`config.mk`:
```
export PLATFORM = sky130hd
export DESIGN_NAME = vdp_pattern_gen
export DESIGN_NICKNAME = d
export VERILOG_FILES = /design/src/rtl/vdp_pattern_gen.sv
export SDC_FILE = /design/constraint.sdc
export NUM_CORES = 1
export LEC_CHECK = 0
export CORE_UTILIZATION = 50
export CTS_BUF_LIST = sky130_fd_sc_hd__clkbuf_16
export DETAILED_ROUTE_END_ITERATION = 7
export PLACE_DENSITY = 0.77
export SYNTH_ARGS = -nofsm -noshare
export SYNTH_HDL_FRONTEND = slang
export SYNTH_SLANG_ARGS = --single-unit
```
`constraint.sdc`:
```
create_clock -name clk_i -period 3.2 [get_ports clk_i]
set_input_delay 0.48 -clock clk_i [delete_from_list [all_inputs] [get_ports clk_i]]
set_output_delay 0.48 -clock clk_i [all_outputs]
set_load 0.02 [all_outputs]
```
`src/rtl/vdp_pattern_gen.sv`:
```
// -----------------------------------------------------------------------------
// vdp_pattern_gen
// Pattern generation controller for the VDP display pipeline. It tracks the
// name-table pattern counter, captures name/colour/generator bytes delivered
// by the VRAM access sequencer, buffers generator entries in a 2-entry
// prefetch queue and serialises them into a 4-bit colour index.
//
// Ports:
//   clk_i, reset_i       clock, asynchronous active-high reset
//   clk_en_pix_i         pixel clock enable (advances the shifter)
//   clk_en_acc_i         VRAM access-slot enable
//   opmode_i             0 TEXT1, 1 GRAPH1, 2 GRAPH2, 3 MULTIC, 4 TEXT2
//   access_type_i        0 none, 1 PNT, 2 PCT, 3 PGT
//   num_line_i           signed line number, negative = border/blank
//   line_start_i         start-of-line pulse: clears pixel counter, flushes queue
//   vram_d_i             VRAM read data
//   vert_inc_i           end-of-line vertical increment strobe
//   vsync_n_i            active-low vertical sync (clears counter and flags)
//   reg_col1_i/col0_i    text foreground / background colour
//   pat_table_o          pattern counter (name-table index)
//   pat_name_o           last fetched pattern name
//   pat_col_o            current pixel colour index
//   underrun_o           sticky: boundary found the queue empty
//   overflow_o           sticky: push onto a full queue was dropped
//
// Queue handshake: a PGT slot is a push, a cell boundary is a pop. Within one
// edge the pop is applied first, so a full queue accepts a same-edge push. A
// pushed entry is never consumed on the edge it arrives.
// -----------------------------------------------------------------------------
module vdp_pattern_gen #(
    parameter int PAT_W      = 8,
    parameter int TABLE_W    = 11,
    parameter int TEXT1_COLS = 40,
    parameter int TEXT2_COLS = 80,
    parameter int GRAPH_COLS = 32
) (
    input  logic               clk_i,
    input  logic               reset_i,
    input  logic               clk_en_pix_i,
    input  logic               clk_en_acc_i,
    input  logic [2:0]         opmode_i,
    input  logic [1:0]         access_type_i,
    input  logic [8:0]         num_line_i,
    input  logic               line_start_i,
    input  logic [7:0]         vram_d_i,
    input  logic               vert_inc_i,
    input  logic               vsync_n_i,
    input  logic [3:0]         reg_col1_i,
    input  logic [3:0]         reg_col0_i,
    output logic [TABLE_W-1:0] pat_table_o,
    output logic [7:0]         pat_name_o,
    output logic [3:0]         pat_col_o,
    output logic               underrun_o,
    output logic               overflow_o
);

    localparam logic [2:0] MODE_TEXT1  = 3'd0;
    localparam logic [2:0] MODE_GRAPH1 = 3'd1;
    localparam logic [2:0] MODE_GRAPH2 = 3'd2;
    localparam logic [2:0] MODE_MULTIC = 3'd3;
    localparam logic [2:0] MODE_TEXT2  = 3'd4;

    localparam logic [1:0] ACC_PNT = 2'd1;
    localparam logic [1:0] ACC_PCT = 2'd2;
    localparam logic [1:0] ACC_PGT = 2'd3;

    // Multicolour cells show the high nibble colour for the left half.
    localparam logic [PAT_W-1:0] MULTIC_PAT = {{(PAT_W/2){1'b1}}, {(PAT_W-PAT_W/2){1'b0}}};

    // Registers
    logic [TABLE_W-1:0] r_pat_table;
    logic [7:0]         r_pat_name;
    logic [7:0]         r_col_temp;
    logic [PAT_W-1:0]   r_q_pat [2];
    logic [7:0]         r_q_col [2];
    logic [1:0]         r_q_cnt;
    logic [PAT_W-1:0]   r_shifter;
    logic [7:0]         r_cur_col;
    logic [2:0]         r_pix_cnt;
    logic [3:0]         r_pat_col;
    logic               r_underrun;
    logic               r_overflow;

    // Decode
    logic               w_text_mode;
    logic [2:0]         w_last_pix;
    logic               w_pnt;
    logic               w_pct;
    logic               w_pgt;
    logic               w_pop;
    logic               w_push;
    logic [PAT_W-1:0]   w_push_pat;
    logic [7:0]         w_push_col;

    assign w_text_mode = (opmode_i == MODE_TEXT1) || (opmode_i == MODE_TEXT2);
    assign w_last_pix  = w_text_mode ? 3'd5 : 3'd7;
    assign w_pnt       = clk_en_acc_i && (access_type_i == ACC_PNT);
    assign w_pct       = clk_en_acc_i && (access_type_i == ACC_PCT);
    assign w_pgt       = clk_en_acc_i && (access_type_i == ACC_PGT);

    // line_start_i wins over both queue operations on its cycle.
    assign w_pop  = !line_start_i && clk_en_pix_i && (r_pix_cnt == w_last_pix) && (r_q_cnt != 2'd0);
    assign w_push = !line_start_i && w_pgt;

    assign w_push_pat = (opmode_i == MODE_MULTIC) ? MULTIC_PAT : vram_d_i;
    assign w_push_col = (opmode_i == MODE_MULTIC) ? vram_d_i : r_col_temp;

    // Prefetch queue next state: head is entry 0, pop first then push.
    logic [PAT_W-1:0]   w_q_pat_n [2];
    logic [7:0]         w_q_col_n [2];
    logic [1:0]         w_q_cnt_n;
    logic               w_ovf_evt;

    always_comb begin
        w_q_pat_n[0] = r_q_pat[0];
        w_q_pat_n[1] = r_q_pat[1];
        w_q_col_n[0] = r_q_col[0];
        w_q_col_n[1] = r_q_col[1];
        w_q_cnt_n    = r_q_cnt;
        w_ovf_evt    = 1'b0;
        if (line_start_i) begin
            w_q_cnt_n = 2'd0;
        end else begin
            if (w_pop) begin
                w_q_pat_n[0] = r_q_pat[1];
                w_q_col_n[0] = r_q_col[1];
                w_q_cnt_n    = r_q_cnt - 2'd1;
            end
            if (w_push) begin
                if (w_q_cnt_n == 2'd2) begin
                    w_ovf_evt = 1'b1;
                end else begin
                    w_q_pat_n[w_q_cnt_n[0]] = w_push_pat;
                    w_q_col_n[w_q_cnt_n[0]] = w_push_col;
                    w_q_cnt_n               = w_q_cnt_n + 2'd1;
                end
            end
        end
    end

    // Pixel shifter next state. At a boundary the old queue head is used, so
    // an entry pushed on the same edge cannot rescue an empty queue.
    logic [PAT_W-1:0]   w_shift_n;
    logic [7:0]         w_cur_col_n;
    logic [2:0]         w_pix_n;
    logic               w_udr_evt;

    always_comb begin
        w_shift_n   = r_shifter;
        w_cur_col_n = r_cur_col;
        w_pix_n     = r_pix_cnt;
        w_udr_evt   = 1'b0;
        if (line_start_i) begin
            w_pix_n = 3'd0;
        end else if (clk_en_pix_i) begin
            if (r_pix_cnt == w_last_pix) begin
                w_pix_n = 3'd0;
                if (r_q_cnt != 2'd0) begin
                    w_shift_n   = r_q_pat[0];
                    w_cur_col_n = r_q_col[0];
                end else begin
                    w_shift_n = '0;
                    w_udr_evt = 1'b1;
                end
            end else begin
                w_shift_n = {r_shifter[PAT_W-2:0], 1'b0};
                w_pix_n   = r_pix_cnt + 3'd1;
            end
        end
    end

    // Colour of the pixel that becomes current on this pixel edge.
    logic [3:0] w_pix_col;

    always_comb begin
        w_pix_col = 4'd0;
        case (opmode_i)
            MODE_TEXT1, MODE_TEXT2:
                w_pix_col = w_shift_n[PAT_W-1] ? reg_col1_i : reg_col0_i;
            MODE_GRAPH1, MODE_GRAPH2, MODE_MULTIC:
                w_pix_col = w_shift_n[PAT_W-1] ? w_cur_col_n[7:4] : w_cur_col_n[3:0];
            default:
                w_pix_col = 4'd0;
        endcase
    end

    // Pattern counter: one combined step for increment and rewind.
    logic [TABLE_W-1:0] w_cols;
    logic               w_rewind;
    logic [TABLE_W-1:0] w_table_n;

    always_comb begin
        w_cols = '0;
        case (opmode_i)
            MODE_TEXT1:                            w_cols = TABLE_W'(TEXT1_COLS);
            MODE_TEXT2:                            w_cols = TABLE_W'(TEXT2_COLS);
            MODE_GRAPH1, MODE_GRAPH2, MODE_MULTIC: w_cols = TABLE_W'(GRAPH_COLS);
            default:                               w_cols = '0;
        endcase
    end

    // Every eighth line (line[2:0] == 7) keeps the advanced counter so the
    // next character row starts where this one ended.
    assign w_rewind  = vert_inc_i && !num_line_i[8] && (num_line_i[2:0] != 3'b111);
    assign w_table_n = !vsync_n_i ? '0
                     : r_pat_table + {{(TABLE_W-1){1'b0}}, w_pnt}
                       - (w_rewind ? w_cols : '0);

    always_ff @(posedge clk_i or posedge reset_i) begin
        if (reset_i) begin
            r_pat_table <= '0;
            r_pat_name  <= '0;
            r_col_temp  <= '0;
            r_q_pat[0]  <= '0;
            r_q_pat[1]  <= '0;
            r_q_col[0]  <= '0;
            r_q_col[1]  <= '0;
            r_q_cnt     <= '0;
            r_shifter   <= '0;
            r_cur_col   <= '0;
            r_pix_cnt   <= '0;
            r_pat_col   <= '0;
            r_underrun  <= 1'b0;
            r_overflow  <= 1'b0;
        end else begin
            r_pat_table <= w_table_n;
            if (w_pnt) r_pat_name <= vram_d_i;
            if (w_pct) r_col_temp <= vram_d_i;
            r_q_pat[0]  <= w_q_pat_n[0];
            r_q_pat[1]  <= w_q_pat_n[1];
            r_q_col[0]  <= w_q_col_n[0];
            r_q_col[1]  <= w_q_col_n[1];
            r_q_cnt     <= w_q_cnt_n;
            r_shifter   <= w_shift_n;
            r_cur_col   <= w_cur_col_n;
            r_pix_cnt   <= w_pix_n;
            if (clk_en_pix_i) r_pat_col <= w_pix_col;
            // Clearing during vsync takes priority over a new event.
            if (!vsync_n_i) begin
                r_underrun <= 1'b0;
                r_overflow <= 1'b0;
            end else begin
                if (w_udr_evt) r_underrun <= 1'b1;
                if (w_ovf_evt) r_overflow <= 1'b1;
            end
        end
    end

    assign pat_table_o = r_pat_table;
    assign pat_name_o  = r_pat_name;
    assign pat_col_o   = r_pat_col;
    assign underrun_o  = r_underrun;
    assign overflow_o  = r_overflow;

endmodule

```
## Word level (Yosys, flattened, before mapping)

Index checks and enable logic that the tools add are counted.

| word-level totals | value |
|---|---|
| flip-flop bits (word level) | 86 |
| bits in writable memories | 0 |
| bits of input ports | 37 |
| bits in latches | 0 |
| memories | 0 |
| ROM bits | 0 |
| output and inout port bits | 25 |

| operators by class | value |
|---|---|
| bitwise operators | 3 |
| multiplexer cells | 48 |
| magnitude comparators | 2 |
| shifts and indexed selects | 0 |
| reduce and logical (&&, ||, !) cells | 20 |
| $add $sub $neg | 5 |
| equality and inequality tests | 12 |
| multipliers | 0 |
| divide/modulo/power cells | 0 |

Operators by type and width:

| kind | count |
|---|---|
| 2-to-1 mux 8 bit | 15 |
| 2-to-1 mux 16 bit | 4 |
| bitwise mux 16 bit | 2 |
| 2-to-1 mux 11 bit | 2 |
| one-hot mux 7 bit (3 select lines) | 1 |
| 2-to-1 mux 2 bit | 6 |
| adder 11 x 1 -> 11 bit | 1 |
| 2-to-1 mux 1 bit | 11 |
| subtractor 11 bit | 1 |
| logical AND 1 bit | 10 |
| 2-to-1 mux 3 bit | 3 |
| demux 8 bit (select 1 bit) | 1 |
| 2-to-1 mux 4 bit | 2 |
| one-hot mux 4 bit (2 select lines) | 1 |
| equality test 2 bit (second input constant) | 3 |
| equality test 3 x 2 -> 1 bit (second input constant) | 2 |
| inequality test 2 x 1 -> 1 bit (second input constant) | 2 |
| nonzero test 2 bit | 2 |
| adder 3 x 1 -> 3 bit (second input constant) | 1 |
| equality test 3 x 1 -> 1 bit (second input constant) | 1 |
| equality test 3 bit | 1 |
| equality test 3 bit (second input constant) | 1 |
| zero test 3 bit | 1 |
| inequality test 3 bit (second input constant) | 1 |
| other kinds (13) | 15 |

## Longest topological paths before layout

Gate-level depths: netlist of the first run.

| logic depth | value |
|---|---|
| depth in word-level cells | 16 |
| mapped depth | 11 |
| gate-level depth less buffers | 11 |

## Worst setup path after synthesis of the first run

No wires, ideal clock.

| timing | value |
|---|---|
| path type | input -> register |
| start point | in line_start_i |
| end point | reg with a tool-made name |
| arrival time | 3.014 ns |
| setup time | 0.128 ns |
| slack | 0.058 ns |
| cell stages on the path | 11 |
| cell sequence | clkbuf_1 nand4b_1 a211oi_4 xnor2_1 clkbuf_1 ha_1 nor3_1 nand2b_1 buf_2 buf_4 mux2_1 |

RTL lines:

| item | RTL line | text |
|---|---|---|
| start: declaration | 44 | `input logic line_start_i,` |

## Final worst setup path of the first run

| timing | value |
|---|---|
| start point | in num_line_i[0] |
| end point | reg r_pat_table[10], in the netlist pat_table_o[10] |

| between the ends | value |
|---|---|
| word-level cells in the longest chain between the ends | 5 |

Ends and longest elaborated chain:

| item | RTL line | text |
|---|---|---|
| start: declaration | 43 | `input logic [8:0] num_line_i,` |
| inequality test 3 bit | 204 | `assign w_rewind = vert_inc_i && !num_line_i[8] && (num_line_i[2:0] != 3'b111);` |
| logical AND 1 bit | 204 |  |
| 2-to-1 mux 11 bit | 207 | `- (w_rewind ? w_cols : '0);` |
| subtractor 11 bit | 207 |  |
| 2-to-1 mux 11 bit | 205 | `assign w_table_n = !vsync_n_i ? '0` |
| via w_table_n[10] | 190 | `logic [TABLE_W-1:0] w_table_n;` |
| end signal: assignment | 226 | `r_pat_table <= w_table_n;` |
| end: declaration | 71 | `logic [TABLE_W-1:0] r_pat_table;` |

The timed path passes the listed nets, and every way through them passes these cells.
A chain may end at the register's enable or synchronous reset.

==> qor.yml, run 1 <==
die:
  num_rows: 34
  die_w_um: 96.7
  initial_core_util_pct: 51.6
  io_pins: 62
  core_area_um2: 8680
  die_area_um2: 9340
  die_y_um: 96.7
routing:
  ant_nets: 0
  wl_per_cell_um: 15.3
  via_per_inst: 5.45
  wirelength_um: 9490
  drt_iter0_drc: 163
  drtPass1Iterations: 4
  drc: 0
  vias: 3387
power_and_ir_drop:
  p_leak_nw: 2.57
  p_comb_share_pct: 31.4
  p_clk_share_pct: 28.4
  p_sw_mw: 1.11
  netSwitchingFraction_pct: 31.4
  power_frac_seq_pct: 40.2
  vdd_drop_max_v: 0.000311
  internal_power_mw: 2.42
  powerDensity_nw_per_um2: 630
yosys:
  synth_edf_count: 0
  synth_cells: 433
  synth_cell_type_count: 40
  yosys.area.top_type: "dfrtp_1"
  yosysTopAreaCellShare_pct: 48.0
  avgSynthCellArea_um2: 10.3
  synth_fa_ha_area_share_pct: 5.59
  ys_seq_area_share_pct: 48.0
  synthArstFlopShare_pct: 100
  synth.area.top_cells: "dfrtp_1, mux2i_1, mux2_2"
  synth_top_family_by_area: "multiplexers"
  synth-simple-area-share_pct: 14.0
  ys_ff_latch: 86
  synth_common_cells: "dfrtp_1, nand2_1, mux2i_1, inv_1"
  yosys_warnings: 0
  synth_xor_xnor_area_share_pct: 1.56
  synth_area_um2: 4480
  synth_compound_area_share_pct: 10.8
  synth_mux_area_share_pct: 15.8
  ys.flop_type: "dfrtp_1"
  syn_nets: 490
  yosysMostFrequentCell: "dfrtp_1"
sta:
  setup_viol_count_final: 0
  period_minus_slack_ns: 2.79
  fmax_ghz: 0.358
  hold_viol_final: 0
  worst_slew_pin_slew_ns: 0.648
  slew_headroom_pct: 56.6
  fin_tns_setup_ns: 0
  rsz0062_at_grt: "no"
  finClkSkew_ns: 0.00641
  slew_viol_final: 0
  period_share_pct: 87.3
layout:
  drive_gt1_share_pct: 14.2
  final_core_util_pct: 64.6
  diodes: 0
  area_delta_synth_final_pct: 25.1
  final_nets: 567
  stdcell_area_um2: 5600
clock_network:
  cts-root-buf: "clkbuf_16"
  clk_pin_slew_worst_paths_ns: 0.06
  cts_resized: 0
  cts_num_sinks: 86
  cts_buffers: 9
  cts_tree: "yes"
  clk_path_buf_depth: 2
  htreeDepth: 3
  cts_post_setup_buffers_inserted: 0
  hold_buffers: 0
  insertion_delay_ns: 0.34
worst_setup_path:
  cp.arrival_ns: 3.04
  crit_type: "input pin to flip-flop"
  r2r_slack_ns: 0.59
  startpoint_type: "input pin"
  cp_max_fo: 5
  endpoint_kind: "flip-flop"
  required_ns: 3.45
placement:
  place_congestion: 0.796
  hpwl_um: 6690
  place_area_um2: 5320
  portBuffers: 56
global_route:
  grt_use_total_pct: 21.5
  globalRouteOverflowTotal: 0
  grt_pass1_wl_um: 16200
  grt_pass1_vias: 3406
  antenna_found_initial: 0
  grt_start_max_net_pins: 57
run:
  drv_cap: 0
hold_path:
  hold_path.class: "flip-flop to flip-flop"
outcome:
  run_status: "complete, no violations"
-- power by group through the flow --
stage               Combinational (mW)  Sequential [mW]  Clock [mW]
floorplan                        0.689             1.47           0
global route                      1.22             1.44        1.06
finish                            1.11             1.42        1.00
detailed placement                1.10             1.43           0
global placement                  1.06             1.42           0
CTS                               1.11             1.42        1.02
-- cells by family after synthesis --
kind of cell,after synthesis
buffers and inverters,48
AO/OA/AOI/OAI,74
flip-flops,86
XOR/XNOR,8
multiplexers,67
adder cells (fa/ha/maj),20
AND/OR/NAND/NOR,130
-- area by class of cell --
class                      count  area, um2
fill                         706       3080
sequential                    86       2150
multi-input combinational    299       2140
timing repair buffer          80        766
clock buffer                   9        225
tap                          108        135
inverter                      34        129
clock inverter                 6       55.1
-- metal layers --
metal	up-vias	GRT usage (%)	wire length (um)
met2	74	33.3	4450
li1	1656	-	-
met5	-	0	0
met4	0	7.58	120
met3	10	4.34	401
met1	1647	30.3	4510
-- metrics by stage --
step / worst slack, ns / total power [mW] / hold slack [ns] / instances
2_1_floorplan: 0.0582 / 2.15 / 0.464 / 433
3_3_place_gp: 0.111 / 2.48 / 0.462 / 607
3_5_place_dp: 0.0900 / 2.53 / 0.462 / 607
4_1_cts: 0.411 / 3.55 / 0.486 / 622
5_1_grt: 0.247 / 3.72 / 0.504 / 622
6_report: 0.408 / 3.53 / 0.485 / 622
-- path summary, 6_finish.rpt --
check | to | from | cells after the start
max in group asynchronous | async pin | reset_i | 3
worst min-delay path | pat_name_o[6] | pat_name_o[6] | 2
worst max register to register | r_q_col[10] | r_pix_cnt[1] | 9
min in group asynchronous | pat_name_o[2] | reset_i | 2
worst max-delay path | pat_table_o[10] | num_line_i[0] | 11
worst min register to register | pat_name_o[6] | pat_name_o[6] | 2
-- placed cells by master, fill, tap and decap left out, types with 6 or more instances in the layout --
cell type and instances:
nor2_1 25, mux2i_1 37, nand2b_1 10, nand2_1 42, nand3_1 20, and2_1 7
inv_1 32, dfrtp_1 86, mux2_2 25, xnor2_1 6, buf_4 22, a311oi_1 6
or2_2 8, clkdlybuf4s50_1 56, nor2b_1 7, a21oi_1 16, clkbuf_16 9, ha_1 20
o21ai_0 22
-- worst max-delay path, stage by stage --
cell             delay, ns
clkdlybuf4s50_1       0.41
nand3_1               0.08
nand3b_1              0.12
or2_2                 0.30
ha_1                  0.28
ha_1                  0.37
nand3_1               0.12
o2111ai_1             0.29
a21oi_1               0.13
or3_1                 0.32
a21oi_1               0.15
Power figures use the tool's default switching activity.
==> run 2: changes to the inputs <==
--- a/config.mk
+++ b/config.mk
@@ -8,7 +8,7 @@
 export CORE_UTILIZATION = 50
 export CTS_BUF_LIST = sky130_fd_sc_hd__clkbuf_16
 export DETAILED_ROUTE_END_ITERATION = 7
-export PLACE_DENSITY = 0.77
+export PLACE_DENSITY = 0.78
 export SYNTH_ARGS = -nofsm -noshare
 export SYNTH_HDL_FRONTEND = slang
 export SYNTH_SLANG_ARGS = --single-unit
==> qor.yml, run 2 (synthesis gave the netlist of run 1 again) <==
power_and_ir_drop:
  powerDensity_nw_per_um2: 651
  total_power_mw: 3.66
  p_leak_nw: 2.58
  vdd_drop_max_v: 0.000336
worst_setup_path:
  cp.arrival_ns: 3.13
  endpoint_kind: "flip-flop"
  cp_max_fo: 16
  startpoint_type: "input pin"
  crit_type: "input pin to flip-flop"
  required_ns: 3.41
sta:
  finClkSkew_ns: 0.00470
  rsz0062_at_grt: "no"
  fin_ws_ns: 0.281
  period_minus_slack_ns: 2.92
  slew_headroom_pct: 48.6
  setup_viol_count_final: 0
  hold_viol_final: 0
  fin_tns_setup_ns: 0
  period_share_pct: 91.2
  worst_slew_pin_slew_ns: 0.770
  whs_ns: 0.485
  fmax_ghz: 0.343
  slew_viol_final: 0
routing:
  via_per_inst: 5.56
  drtPass1Iterations: 5
  ant_nets: 0
  vias: 3457
  wl_per_cell_um: 15.8
  drc: 0
  wirelength_um: 9860
  drt_iter0_drc: 203
placement:
  dp_slack_ns: -0.00468
  dp_cells: 606
  place_area_um2: 5300
  place_congestion: 0.818
  hpwl_um: 7090
  portBuffers: 56
layout:
  layout_common_cells: "dfrtp_1, clkdlybuf4s50_1, nand2_1"
  diodes: 0
  final_core_util_pct: 64.7
  fillers: 698
  layout_commonest_cell: "dfrtp_1"
  area_delta_synth_final_pct: 25.4
  drive_gt1_share_pct: 14.4
  stdcell_area_um2: 5620
  finalNonFillerCells: 622
  final_nets: 566
global_route:
  grt_use_total_pct: 22.3
  globalRouteOverflowTotal: 0
  grt_start_max_net_pins: 47
  antenna_found_initial: 0
  grt_pass1_vias: 3477
  grt_pass1_wl_um: 16900
die:
  initial_core_util_pct: 51.6
  num_rows: 34
  core_area_um2: 8680
  die_area_um2: 9340
  io_pins: 62
  die_y_um: 96.7
  die_w_um: 96.7
clock_network:
  cts_resized: 0
  cts_tree: "yes"
  cts_num_sinks: 86
  htreeDepth: 3
  clk_path_buf_depth: 2
  cts_buffers: 9
  cts-root-buf: "clkbuf_16"
  insertion_delay_ns: 0.33
  hold_buffers: 0
  cts_post_setup_buffers_inserted: 0
  clk_pin_slew_worst_paths_ns: 0.06
run:
  drv_cap: 0
outcome:
  run_status: "complete, no violations"
hold_path:
  hold_path.class: "flip-flop to flip-flop"
-- run 2: cell count changes in the layout (fill, tap and decap cells not counted) --
cell / previous run / this run
buf_12: 2 / 1
bufinv_16: 1 / 2
clkinv_4: 0 / 1
clkinv_1: 3 / 2
-- run 2: critical path: stages --
cell and delay, ns:
clkdlybuf4s50_1 0.43, or3_1 0.45, a211oi_4 0.32, mux2_2 0.24, inv_1 0.07, ha_1 0.20
nor3_1 0.30, nand2b_1 0.15, buf_12 0.18, mux2_1 0.31
-- run 2: cell type report --
cell class	instances	area, um2	share of cell area, %
clock buffers	9	225	4.01
flip-flops and latches	86	2150	38.3
well taps	108	135	2.41
repair buffers	79	746	13.3
inverters	34	129	2.29
multi-input cells	299	2140	38.1
clock inverters	7	90.1	1.60
-- run 2: final timing paths --
kind / startpoint / to / slack [ns] / depth (start not counted)
hold / removal: pat_name_o[6] / pat_name_o[6] / 0.48 / 2
hold reg to reg: pat_name_o[6] / pat_name_o[6] / 0.48 / 2
max in group asynchronous: reset_i / r_col_temp[6] / 1.92 / 3
setup reg to reg: r_pix_cnt[1] / flip-flop / 0.47 / 9
min in group asynchronous: reset_i / pat_table_o[1] / 0.58 / 2
setup / recovery: opmode_i[1] / flip-flop / 0.28 / 10
-- run 2: where the power goes --
part	internal, mW	switching (mW)	total [mW]	leakage (nW)
Combinational	0.542	0.591	1.13	1.37
Sequential	1.28	0.139	1.42	1.06
Clock	0.679	0.422	1.10	0.157
-- run 2: routing by layer --
layer	share of wire [%]	wire length, um	GRT usage [%]
met5	0	0	0
met1	45	4470	30.1
met3	4.1	404	3.68
met4	1.6	159	7.58
met2	49	4830	36.6
